===== src/rtl/z80fi_insn_collector.sv =====
// Collects the bytes, memory writes and PCs of one Z80 instruction and reports them as a one-cycle z80fi record.
// Optional read capture is built only when Z80FI_MEM_RD_EN is defined.
module z80fi_insn_collector (
    input  logic        clk,
    input  logic        reset,
    input  logic        insn_start,
    input  logic [15:0] cpu_pc,
    input  logic        byte_valid,
    input  logic [7:0]  byte_data,
    input  logic        mem_wr_valid,
    input  logic [15:0] mem_wr_addr,
    input  logic [7:0]  mem_wr_data,
    input  logic        insn_done,
    input  logic [15:0] cpu_pc_next,
`ifdef Z80FI_MEM_RD_EN
    input  logic        mem_rd_valid,
    input  logic [15:0] mem_rd_addr,
    input  logic [7:0]  mem_rd_data,
    output logic        z80fi_mem_rd,
    output logic [15:0] z80fi_mem_raddr,
    output logic [15:0] z80fi_mem_rdata,
`endif
    output logic        z80fi_valid,
    output logic [31:0] z80fi_insn,
    output logic [2:0]  z80fi_insn_len,
    output logic [15:0] z80fi_pc_rdata,
    output logic [15:0] z80fi_pc_wdata,
    output logic        z80fi_mem_wr,
    output logic [15:0] z80fi_mem_waddr,
    output logic [15:0] z80fi_mem_wdata,
    output logic        z80fi_mem_wr2,
    output logic [15:0] z80fi_mem_waddr2,
    output logic [15:0] z80fi_mem_wdata2,
    output logic        collect_err
);

    localparam int unsigned MAX_LEN = 4;

    typedef enum logic {IDLE, COLLECT} state_t;

    state_t      state_q;
    logic [31:0] insn_q, insn_d;
    logic [2:0]  len_q, len_d;
    logic [15:0] pc_q;
    logic [1:0]  wr_cnt_q, wr_cnt_d;
    logic [15:0] wr1_addr_q, wr1_addr_d, wr2_addr_q, wr2_addr_d;
    logic [7:0]  wr1_data_q, wr1_data_d, wr2_data_q, wr2_data_d;
    logic        ovf_c, err_set_c, retire_c, new_owns_c;
`ifdef Z80FI_MEM_RD_EN
    logic        rd_q, rd_d;
    logic [15:0] raddr_q, raddr_d;
    logic [7:0]  rdata_q, rdata_d;
`endif

    // Current instruction merged with this cycle's events; a byte seen with insn_start belongs to the new one.
    always_comb begin
        insn_d     = insn_q;
        len_d      = len_q;
        wr_cnt_d   = wr_cnt_q;
        wr1_addr_d = wr1_addr_q;
        wr1_data_d = wr1_data_q;
        wr2_addr_d = wr2_addr_q;
        wr2_data_d = wr2_data_q;
        ovf_c      = 1'b0;
        if (byte_valid && !insn_start) begin
            if (len_q == 3'(MAX_LEN)) begin
                ovf_c = 1'b1;
            end else begin
                case (len_q[1:0])
                    2'd0:    insn_d[7:0]   = byte_data;
                    2'd1:    insn_d[15:8]  = byte_data;
                    2'd2:    insn_d[23:16] = byte_data;
                    default: insn_d[31:24] = byte_data;
                endcase
                len_d = len_q + 3'd1;
            end
        end
        if (mem_wr_valid) begin
            case (wr_cnt_q)
                2'd0: begin
                    wr1_addr_d = mem_wr_addr;
                    wr1_data_d = mem_wr_data;
                    wr_cnt_d   = 2'd1;
                end
                2'd1: begin
                    wr2_addr_d = mem_wr_addr;
                    wr2_data_d = mem_wr_data;
                    wr_cnt_d   = 2'd2;
                end
                default: ovf_c = 1'b1;
            endcase
        end
`ifdef Z80FI_MEM_RD_EN
        rd_d    = rd_q;
        raddr_d = raddr_q;
        rdata_d = rdata_q;
        if (mem_rd_valid) begin
            if (rd_q) begin
                ovf_c = 1'b1;
            end else begin
                rd_d    = 1'b1;
                raddr_d = mem_rd_addr;
                rdata_d = mem_rd_data;
            end
        end
`endif
        retire_c   = (state_q == COLLECT) && insn_done;
        // Memory events in a retire cycle belong to the retiring instruction.
        new_owns_c = !retire_c;
        err_set_c  = ((state_q == IDLE) && insn_done) ||
                     ((state_q == COLLECT) && (ovf_c || (insn_start && !insn_done)));
    end

    always_ff @(posedge clk) begin
        if (reset) begin
            state_q          <= IDLE;
            insn_q           <= '0;
            len_q            <= '0;
            pc_q             <= '0;
            wr_cnt_q         <= '0;
            wr1_addr_q       <= '0;
            wr1_data_q       <= '0;
            wr2_addr_q       <= '0;
            wr2_data_q       <= '0;
            z80fi_valid      <= 1'b0;
            z80fi_insn       <= '0;
            z80fi_insn_len   <= '0;
            z80fi_pc_rdata   <= '0;
            z80fi_pc_wdata   <= '0;
            z80fi_mem_wr     <= 1'b0;
            z80fi_mem_waddr  <= '0;
            z80fi_mem_wdata  <= '0;
            z80fi_mem_wr2    <= 1'b0;
            z80fi_mem_waddr2 <= '0;
            z80fi_mem_wdata2 <= '0;
            collect_err      <= 1'b0;
`ifdef Z80FI_MEM_RD_EN
            rd_q             <= 1'b0;
            raddr_q          <= '0;
            rdata_q          <= '0;
            z80fi_mem_rd     <= 1'b0;
            z80fi_mem_raddr  <= '0;
            z80fi_mem_rdata  <= '0;
`endif
        end else begin
            z80fi_valid <= 1'b0;
            if (err_set_c) begin
                collect_err <= 1'b1;
            end
            if (retire_c) begin
                z80fi_valid      <= 1'b1;
                z80fi_insn       <= insn_d;
                z80fi_insn_len   <= len_d;
                z80fi_pc_rdata   <= pc_q;
                z80fi_pc_wdata   <= cpu_pc_next;
                z80fi_mem_wr     <= (wr_cnt_d != 2'd0);
                z80fi_mem_waddr  <= wr1_addr_d;
                z80fi_mem_wdata  <= {8'h00, wr1_data_d};
                z80fi_mem_wr2    <= (wr_cnt_d == 2'd2);
                z80fi_mem_waddr2 <= wr2_addr_d;
                z80fi_mem_wdata2 <= {8'h00, wr2_data_d};
`ifdef Z80FI_MEM_RD_EN
                z80fi_mem_rd     <= rd_d;
                z80fi_mem_raddr  <= raddr_d;
                z80fi_mem_rdata  <= {8'h00, rdata_d};
`endif
            end
            if (insn_start) begin
                state_q    <= COLLECT;
                pc_q       <= cpu_pc;
                insn_q     <= {24'h000000, byte_valid ? byte_data : 8'h00};
                len_q      <= byte_valid ? 3'd1 : 3'd0;
                wr_cnt_q   <= (mem_wr_valid && new_owns_c) ? 2'd1 : 2'd0;
                wr1_addr_q <= (mem_wr_valid && new_owns_c) ? mem_wr_addr : 16'h0000;
                wr1_data_q <= (mem_wr_valid && new_owns_c) ? mem_wr_data : 8'h00;
                wr2_addr_q <= '0;
                wr2_data_q <= '0;
`ifdef Z80FI_MEM_RD_EN
                rd_q       <= mem_rd_valid && new_owns_c;
                raddr_q    <= (mem_rd_valid && new_owns_c) ? mem_rd_addr : 16'h0000;
                rdata_q    <= (mem_rd_valid && new_owns_c) ? mem_rd_data : 8'h00;
`endif
            end else if (state_q == COLLECT) begin
                if (insn_done) begin
                    state_q <= IDLE;
                end else begin
                    insn_q     <= insn_d;
                    len_q      <= len_d;
                    wr_cnt_q   <= wr_cnt_d;
                    wr1_addr_q <= wr1_addr_d;
                    wr1_data_q <= wr1_data_d;
                    wr2_addr_q <= wr2_addr_d;
                    wr2_data_q <= wr2_data_d;
`ifdef Z80FI_MEM_RD_EN
                    rd_q       <= rd_d;
                    raddr_q    <= raddr_d;
                    rdata_q    <= rdata_d;
`endif
                end
            end
        end
    end

endmodule

===== config.mk =====
export PLATFORM = sky130hd
export DESIGN_NAME = z80fi_insn_collector
export DESIGN_NICKNAME = d
export VERILOG_FILES = /design/src/rtl/z80fi_insn_collector.sv
export SDC_FILE = /design/constraint.sdc
export NUM_CORES = 1
export LEC_CHECK = 0
export CORE_MARGIN = 2
export CORE_UTILIZATION = 45
export DETAILED_ROUTE_END_ITERATION = 10
export HOLD_SLACK_MARGIN = 0.08
export PLACE_DENSITY = 0.75
export REMOVE_ABC_BUFFERS = 1
export SLEW_MARGIN = 20
export SYNTH_ARGS = -nofsm -noshare
export SYNTH_HDL_FRONTEND = slang
export SYNTH_SLANG_ARGS = --single-unit
export TNS_END_PERCENT = 30

===== constraint.sdc =====
create_clock -name clk -period 1.7 [get_ports clk]
set_input_delay 0.17 -clock clk [delete_from_list [all_inputs] [get_ports clk]]
set_output_delay 0.17 -clock clk [all_outputs]
set_load 0.01 [all_outputs]

### After elaboration in Yosys (flattened, before gate mapping)

Index checks and enable logic that the tools add are counted.
Widths: inputs -> output; s select.

* memory bits (read-only): 0
* memories kept: 0
* output and inout port bits: 135
* bits in latches: 0
* RAM bits: 0
* bits in registers: 221
* bits of input ports: 70

* reductions and logical operators: 20
* divide/modulo/power cells: 0
* $lt $le $gt $ge: 0
* multipliers: 0
* shifts and indexed selects: 0
* mux-type cells: 46
* $add $sub $neg: 1
* equality and inequality tests: 6
* bitwise operators: 2

Operators by type and width (number)
* $mux 16: 8
* $mux 8: 16
* $mux 32: 2
* $mux 3: 5
* $mux 1: 10
* $mux 2: 4
* $logic_and 1x1->1: 6
* $eq 2x1->1 const B: 2
* $eq 2x2->1 const B: 2
* $logic_not 2->1: 2
* $pmux 2 s2: 1
* $reduce_and 2->1: 2
* $reduce_bool 2->1: 2
* $reduce_or 2->1: 2
* $add 3x1->3 const B: 1
* $eq 3x3->1 const B: 1
* $logic_not 1->1: 3
* $reduce_or 3->1: 1
* $logic_or 1x1->1: 2
* $ne 2x2->1 const B: 1
* $not 1->1: 2

### Logic depth before layout (Yosys ltp)

Gate-level depths: netlist (run 1).

* word-level depth: 8
* mapped depth: 8
* mapped depth without buffers: 5

### Worst setup path before layout (run 1)

No wires, ideal clock.

* kind: register to register
* start: register len_q[0]
* end: register z80fi_insn[20]
* clock period less this slack: 1.611 ns
* slack: 0.089 ns
* path buffers: 2
* library setup time: 0.112 ns
* arrival: 1.499 ns
* stages on the path, launching flop included: 8
* cell sequence: dfxtp_1 > inv_1 > ha_1 > nand2_2 > buf_4 > clkbuf_8 > a311oi_1 > a2111oi_1

* longest elaborated chain between the ends: 4

Ends and longest elaborated chain
* start, declared: line 43 `logic [2:0] len_q, len_d;`
* start signal, assigned: line 172 `len_q <= byte_valid ? 3'd1 : 3'd0;`
* start signal, assigned: line 188 `len_q <= len_d;`
* $eq 2x2->1: line 69 `case (len_q[1:0])`
* $mux 8: line 69
* $mux 32 (*): line 66 `if (len_q == 3'(MAX_LEN)) begin`
* $mux 32 (*): line 65 `if (byte_valid && !insn_start) begin`
* end signal, assigned: line 152 `z80fi_insn <= insn_d;`
* end, declared: line 24 `output logic [31:0] z80fi_insn,`

Mark *: on every way between the ends. The rest lies on a longest branch, timed or not.
A chain may end at the register's enable or synchronous reset.

### Final worst setup path (run 1)

* start: register z80fi_mem_waddr2[1]
* end: output z80fi_mem_waddr2[1]

RTL lines
* start, declared: line 32 `output logic [15:0] z80fi_mem_waddr2,`
* start signal, assigned: line 160 `z80fi_mem_waddr2 <= wr2_addr_d;`

No word-level cell between the ends.

==> flow_metrics.py, run 1 <==
metrics = {
    "clocking": {
        "clk_pin_slew_ns": 0.06,
        "clock_sinks": 221,
        "clk_latency_ns": 0.52,
        "clock_path_buffers": 3,
        "cts_tree": "done",
        "cts_max_level": 1,
        "cts_buffers": 24,
        "root_buffer": "clkbuf_16",
    },
    "worst_setup_path": {
        "crit_path_end_kind": "output pin",
        "crit_chain": "clkdlybuf4s50_1",
        "worstPathArrival_ns": 1.47,
        "setup.worst_path.class": "reg2out",
        "critPathBufInv": 1,
        "ff2ff_setup_slack_ns": 0.11,
        "cp_max_fo": 2,
        "slowest_delay_ns": 0.57,
        "cp_slowest_cell": "clkdlybuf4s50_1",
        "cp_top_family": "buffers and inverters",
        "cp-start-kind": "register",
        "cp.required_ns": 1.53,
    },
    "timing": {
        "finalCritPeriodShare_pct": 96.5,
        "min_period_ns": 1.64,
        "setup_viol": 0,
        "fmax_mhz": 610,
        "skew_ns": 0.00973,
        "rsz0062_at_grt": "true",
        "maxSlewViolCount": 0,
        "timing_hold_violations_final": 0,
        "whs_ns": 0.204,
    },
    "job": {
        "drv_cap": 0,
    },
    "run_status": {
        "outcome": "complete, no violations",
    },
    "synth": {
        "ys_seq_area_share_pct": 46.3,
        "synthDistinctLibCells": 52,
        "synth_edf_count": 0,
        "avgSynthCellArea_um2": 8.70,
        "synth_flop_cell": "dfxtp_1",
        "async_reset_ff_share_pct": 0,
        "synthCells": 1097,
        "ys_seq_elements": 221,
        "yosysWarnings": 0,
        "synthesis.area_um2": 9550,
    },
    "die": {
        "start_util_pct": 45.6,
        "io_pins": 205,
        "die_h_um": 150,
        "fp-row-count": 53,
        "dieArea_um2": 22400,
        "die_w_um": 150,
        "core_um2": 21000,
    },
    "routing": {
        "wl_per_cell_um": 16.7,
        "drcViolationCount": 0,
        "vias": 8622,
        "first_pass_iters": 5,
        "vias_per_cell": 5.53,
        "routed_wl_mm": 26.0,
        "ant_nets": 0,
        "drtIter0Drc": 633,
    },
    "place": {
        "place_area_um2": 11900,
        "gp_congestion": 0.796,
        "placedCellCount": 1513,
        "place_hpwl_mm": 17.0,
        "numPortBuffers": 188,
    },
    "power_and_ir_drop": {
        "ir_drop_mv": 0.663,
        "power.density_nw_per_um2": 981,
        "leakage_nw": 4.67,
        "p_total_mw": 12.6,
    },
    "final_layout": {
        "mostFrequentLayoutCell": "nand2_1",
        "instances_no_fill": 1558,
        "drive_gt1_share_pct": 10.3,
        "nFillCells": 1793,
        "area_growth_pct": 34.0,
        "diodes": 0,
        "multi_input_area_um2": 4500,
        "final_cell_mix": "226 x nand2_1, 220 x dfxtp_1, 185 x clkdlybuf4s50_1",
        "regArea_um2": 4430,
        "nets": 1344,
        "design_area_um2": 12800,
    },
    "grt": {
        "grt_pass1_wl_mm": 41.4,
        "antenna_found_initial": 0,
        "grt-ovfl-total": 0,
        "grt_use_total_pct": 22.3,
        "grt_pass1_vias": 8242,
        "grt_max_degree": 71,
    },
    "min_path": {
        "hp-class": "in2reg",
    },
}
final timing paths:
kind,start,end,cells after the start
worst min register to register,z80fi_pc_wdata[3],z80fi_pc_wdata[3],2
worst min-delay path,cpu_pc_next[8],z80fi_pc_wdata[8],3
worst max register to register,wr_cnt_q[1],wr1_data_q[3],7
worst max-delay path,z80fi_mem_waddr2[1],z80fi_mem_waddr2[1],1
synth_stat cells (all sizes together), types with 2 or more instances:
library cell | number | share of area [%]
nand2 | 228 | 9.0
dfxtp | 221 | 46
nor2 | 112 | 4.4
a21oi | 85 | 4.5
buf | 80 | 5.5
a311oi | 75 | 6.9
mux2i | 64 | 6.7
nand3 | 59 | 3.1
clkbuf | 44 | 2.0
a211oi | 34 | 2.7
a2111oi | 24 | 2.7
o211ai | 9 | 0.71
a31oi | 8 | 0.52
ha | 7 | 0.92
inv | 6 | 0.24
and2 | 4 | 0.29
nor3 | 4 | 0.33
nand4b | 3 | 0.28
nor2b | 3 | 0.28
or2 | 3 | 0.20
a221oi | 2 | 0.18
and3 | 2 | 0.13
nand4 | 2 | 0.45
nor4b | 2 | 0.18
o21ai | 2 | 0.10
state kept, by name, summed over array words and instances (netlist names), 2 cells and up:
| register | flops |
|---|---|
| insn_q | 32 |
| z80fi_pc_rdata | 16 |
| z80fi_mem_wdata2 | 8 |
| z80fi_mem_wdata | 8 |
| wr1_data_q | 8 |
| z80fi_mem_waddr2 | 16 |
| z80fi_pc_wdata | 16 |
| z80fi_insn | 32 |
| wr2_addr_q | 16 |
| z80fi_mem_waddr | 16 |
| wr1_addr_q | 16 |
| pc_q | 16 |
| wr2_data_q | 8 |
| z80fi_insn_len | 3 |
| wr_cnt_q | 2 |
| len_q | 3 |
per-stage QoR:
step           utilization [%]  setup slack (ns)   TNS, ns
2_1_floorplan                -             -2.52   -311.68
3_5_place_dp              56.6            -0.111     -2.30
6_report                  61.1            0.0597         0
4_1_cts                   60.7            0.0315         0
3_3_place_gp              56.6           -0.0508    -0.541
5_1_grt                   61.1          -0.00112  -0.00112
area by class of cell:
cell class	count	share of cell area [%]
multi-input cells	761	35.2
flip-flops and latches	221	34.6
repair buffers	253	20.9
clock buffers	36	5.60
well taps	275	2.69
clock inverters	6	0.870
inverters	6	0.176
routing by layer:
metal / track usage [%] / wire, um
met2: 37.7 / 12500
met1: 29.4 / 11200
met3: 3.57 / 1710
met5: 0 / 0
met4: 6.93 / 578
power by group:
group | internal, mW | switching (mW)
Clock | 3.36 | 2.10
Sequential | 5.39 | 0.121
Combinational | 0.762 | 0.825
timing repair:
item	4_1_cts	5_1_grt
endpoints found under the hold margin	22	0
setup buffers	0	1
gates cloned	0	1
pin swaps	0	5
hold buffers	1	0
gates resized for setup	5	13
endpoints found under the setup margin	6	39
kinds of logic (layout without fill, tap and decap cells):
kind of cell / Yosys count / in the layout / synth area share, %
AND/OR/NAND/NOR: 431 / 431 / 19.7
flip-flops: 221 / 221 / 46.3
adder cells (fa/ha/maj): 7 / 7 / 0.917
other: 1 / 16 / 0.0393
AO/OA/AOI/OAI: 243 / 243 / 18.7
buffers and inverters: 130 / 301 / 7.68
multiplexers: 64 / 64 / 6.71
Power figures use the tool's default switching activity.
==> run 2, diff against run 1 <==
--- a/config.mk
+++ b/config.mk
@@ -11,6 +11,8 @@
 export HOLD_SLACK_MARGIN = 0.08
 export PLACE_DENSITY = 0.75
 export REMOVE_ABC_BUFFERS = 1
+export SETUP_SLACK_MARGIN = 0.3
+export SKIP_LAST_GASP = 1
 export SLEW_MARGIN = 20
 export SYNTH_ARGS = -nofsm -noshare
 export SYNTH_HDL_FRONTEND = slang
==> run 2 against run 1 <==
Against the previous run: hold slack lost 0.0037 ns; largest cell class unchanged; highest routed layer unchanged; clock skew barely moved; power grew 1.1%; critical path depth unchanged; sequential share of layout area down 1.8 points; maximum frequency up 1.5%; sequential power about the same; global-route usage increased by 1.5 points; count of clock-buffer cells in the layout did not move; register-to-register slack improved by 0.05 ns.
==> flow_metrics.py, run 2 (synthesized netlist as in run 1, its figures left out) <==
metrics = {
    "routing": {
        "routed_wl_mm": 28.5,
        "vias_per_cell": 5.68,
        "first_pass_iters": 5,
        "drtIter0Drc": 680,
        "ant_nets": 0,
        "wl_per_cell_um": 18.1,
        "drcViolationCount": 0,
        "vias": 8960,
    },
    "clocking": {
        "cts_tree": "done",
        "root_buffer": "clkbuf_16",
        "clock_path_buffers": 3,
        "cts_max_level": 1,
        "clk_latency_ns": 0.52,
        "cts_buffers": 24,
        "clock_sinks": 221,
        "clk_pin_slew_ns": 0.06,
    },
    "final_layout": {
        "top_regs": "insn_q (32), z80fi_insn (32)",
        "instances_no_fill": 1578,
        "mostFrequentLayoutCell": "nand2_1",
        "final_cell_mix": "224 x nand2_1, 215 x dfxtp_1, 112 x nor2_1",
        "area_growth_pct": 41.8,
        "diodes": 0,
        "nets": 1364,
        "drive_gt1_share_pct": 15.1,
    },
    "timing": {
        "min_period_ns": 1.62,
        "skew_ns": 0.0102,
        "tns_ns": 0,
        "maxSlewViolCount": 0,
        "finalCritPeriodShare_pct": 95.0,
        "timing_hold_violations_final": 0,
        "fmax_mhz": 619,
        "setup_viol": 0,
        "rsz0062_at_grt": "true",
    },
    "power_and_ir_drop": {
        "pwr-share-seq_pct": 43.4,
        "ir_drop_mv": 0.675,
        "power.density_nw_per_um2": 937,
        "comb_power_share_pct": 13.4,
        "clockPowerShare_pct": 43.2,
        "p_int_mw": 9.54,
        "leakage_nw": 6.13,
        "power_switching_mw": 3.15,
        "swShare_pct": 24.8,
    },
    "worst_setup_path": {
        "slowest_delay_ns": 0.58,
        "crit_chain": "clkdlybuf4s50_1",
        "critPathBufInv": 1,
        "cp_max_fo": 2,
        "crit_path_end_kind": "output pin",
        "worstPathArrival_ns": 1.45,
        "ff2ff_setup_slack_ns": 0.16,
        "cp_top_family": "buffers and inverters",
        "r2r_start": "wr_cnt_q[0]",
        "r2r_end": "z80fi_mem_waddr[8]",
        "cp_slowest_cell": "clkdlybuf4s50_1",
        "cp-start-kind": "register",
        "cp.required_ns": 1.53,
        "reg2regPathDepth": 7,
        "setup.worst_path.class": "reg2out",
    },
    "grt": {
        "antenna_found_initial": 0,
        "grt_use_total_pct": 23.8,
        "grt_pass1_wl_mm": 43.5,
        "grt_pass1_vias": 8459,
        "grt_max_degree": 71,
        "grt-ovfl-total": 0,
    },
    "die": {
        "die_w_um": 150,
        "die_h_um": 150,
        "io_pins": 205,
        "core_um2": 21000,
        "dieArea_um2": 22400,
        "start_util_pct": 45.6,
        "fp-row-count": 53,
    },
    "min_path": {
        "holdPathEnd": "z80fi_pc_wdata[3]",
        "min_from": "cpu_pc_next[3]",
        "hold_depth": 3,
        "hp-class": "in2reg",
    },
    "run_status": {
        "outcome": "complete, no violations",
    },
    "place": {
        "gp_congestion": 0.796,
        "placedCellCount": 1513,
        "numPortBuffers": 188,
        "place_hpwl_mm": 17.0,
    },
    "job": {
        "drv_cap": 0,
    },
}
run 2: area by class of cell:
| type | instances | area [um^2] |
|---|---|---|
| Inverter | 6 | 25.0 |
| Fill cell | 1646 | 7410 |
| Clock inverter | 6 | 111 |
| Sequential cell | 221 | 4440 |
| Clock buffer | 36 | 717 |
| Multi-Input combinational cell | 762 | 4800 |
| Timing Repair Buffer | 272 | 3110 |
| Tap cell | 275 | 344 |
run 2: power groups by stage:
stage | clock network [mW] | logic, mW | registers [mW]
after global routing | 5.70 | 1.83 | 5.53
after CTS | 5.53 | 1.63 | 5.51
after detailed placement | 0 | 1.56 | 5.63
final | 5.48 | 1.70 | 5.51
after global placement | 0 | 1.53 | 5.62
after floorplan | 0 | 0.605 | 5.67
run 2: worst max path at each step:
stage                     cells past startpoint  slack, ns                  end                start
final                                         1       0.08  z80fi_mem_waddr2[2]  z80fi_mem_waddr2[2]
after global routing                          1       0.08  z80fi_mem_waddr2[2]  z80fi_mem_waddr2[2]
after global placement                        5      -0.05       z80fi_insn[29]           insn_start
after CTS                                     1       0.12   z80fi_mem_wdata[6]   z80fi_mem_wdata[6]
after detailed placement                      5      -0.11        z80fi_insn[8]            insn_done
after floorplan                               3      -2.52        z80fi_mem_wr2              state_q
run 2: timing repair:
item | in CTS | in global routing
resized for setup | 122 | 85
setup endpoints to repair | 305 | 240
setup buffers | 12 | 1
pin swaps | 31 | 6
cloned | 7 | 2
hold buffers | 1 | 0
endpoints found under the hold margin | 22 | 0
run 2: routing by layer:
metal	global-route usage [%]	vias up	wire length (um)
met5	0	-	0
met4	8.54	0	877
met3	3.93	76	2180
met2	40.1	401	13700
met1	31.0	4231	11800
li1	-	4252	-
run 2: through the flow:
step                setup slack [ns]  util [%]  cell area [um^2]  hold slack [ns]  total power [mW]
finish                        0.0844      64.6             13500            0.201              12.7
global route                  0.0757      64.6             13500            0.213              13.1
CTS                            0.122      63.1             13200            0.192              12.7
detailed placement            -0.111      56.6             11900            0.448              7.18
global placement             -0.0508      56.6             11900            0.434              7.15
floorplan                      -2.52         -              8890            0.239              6.27
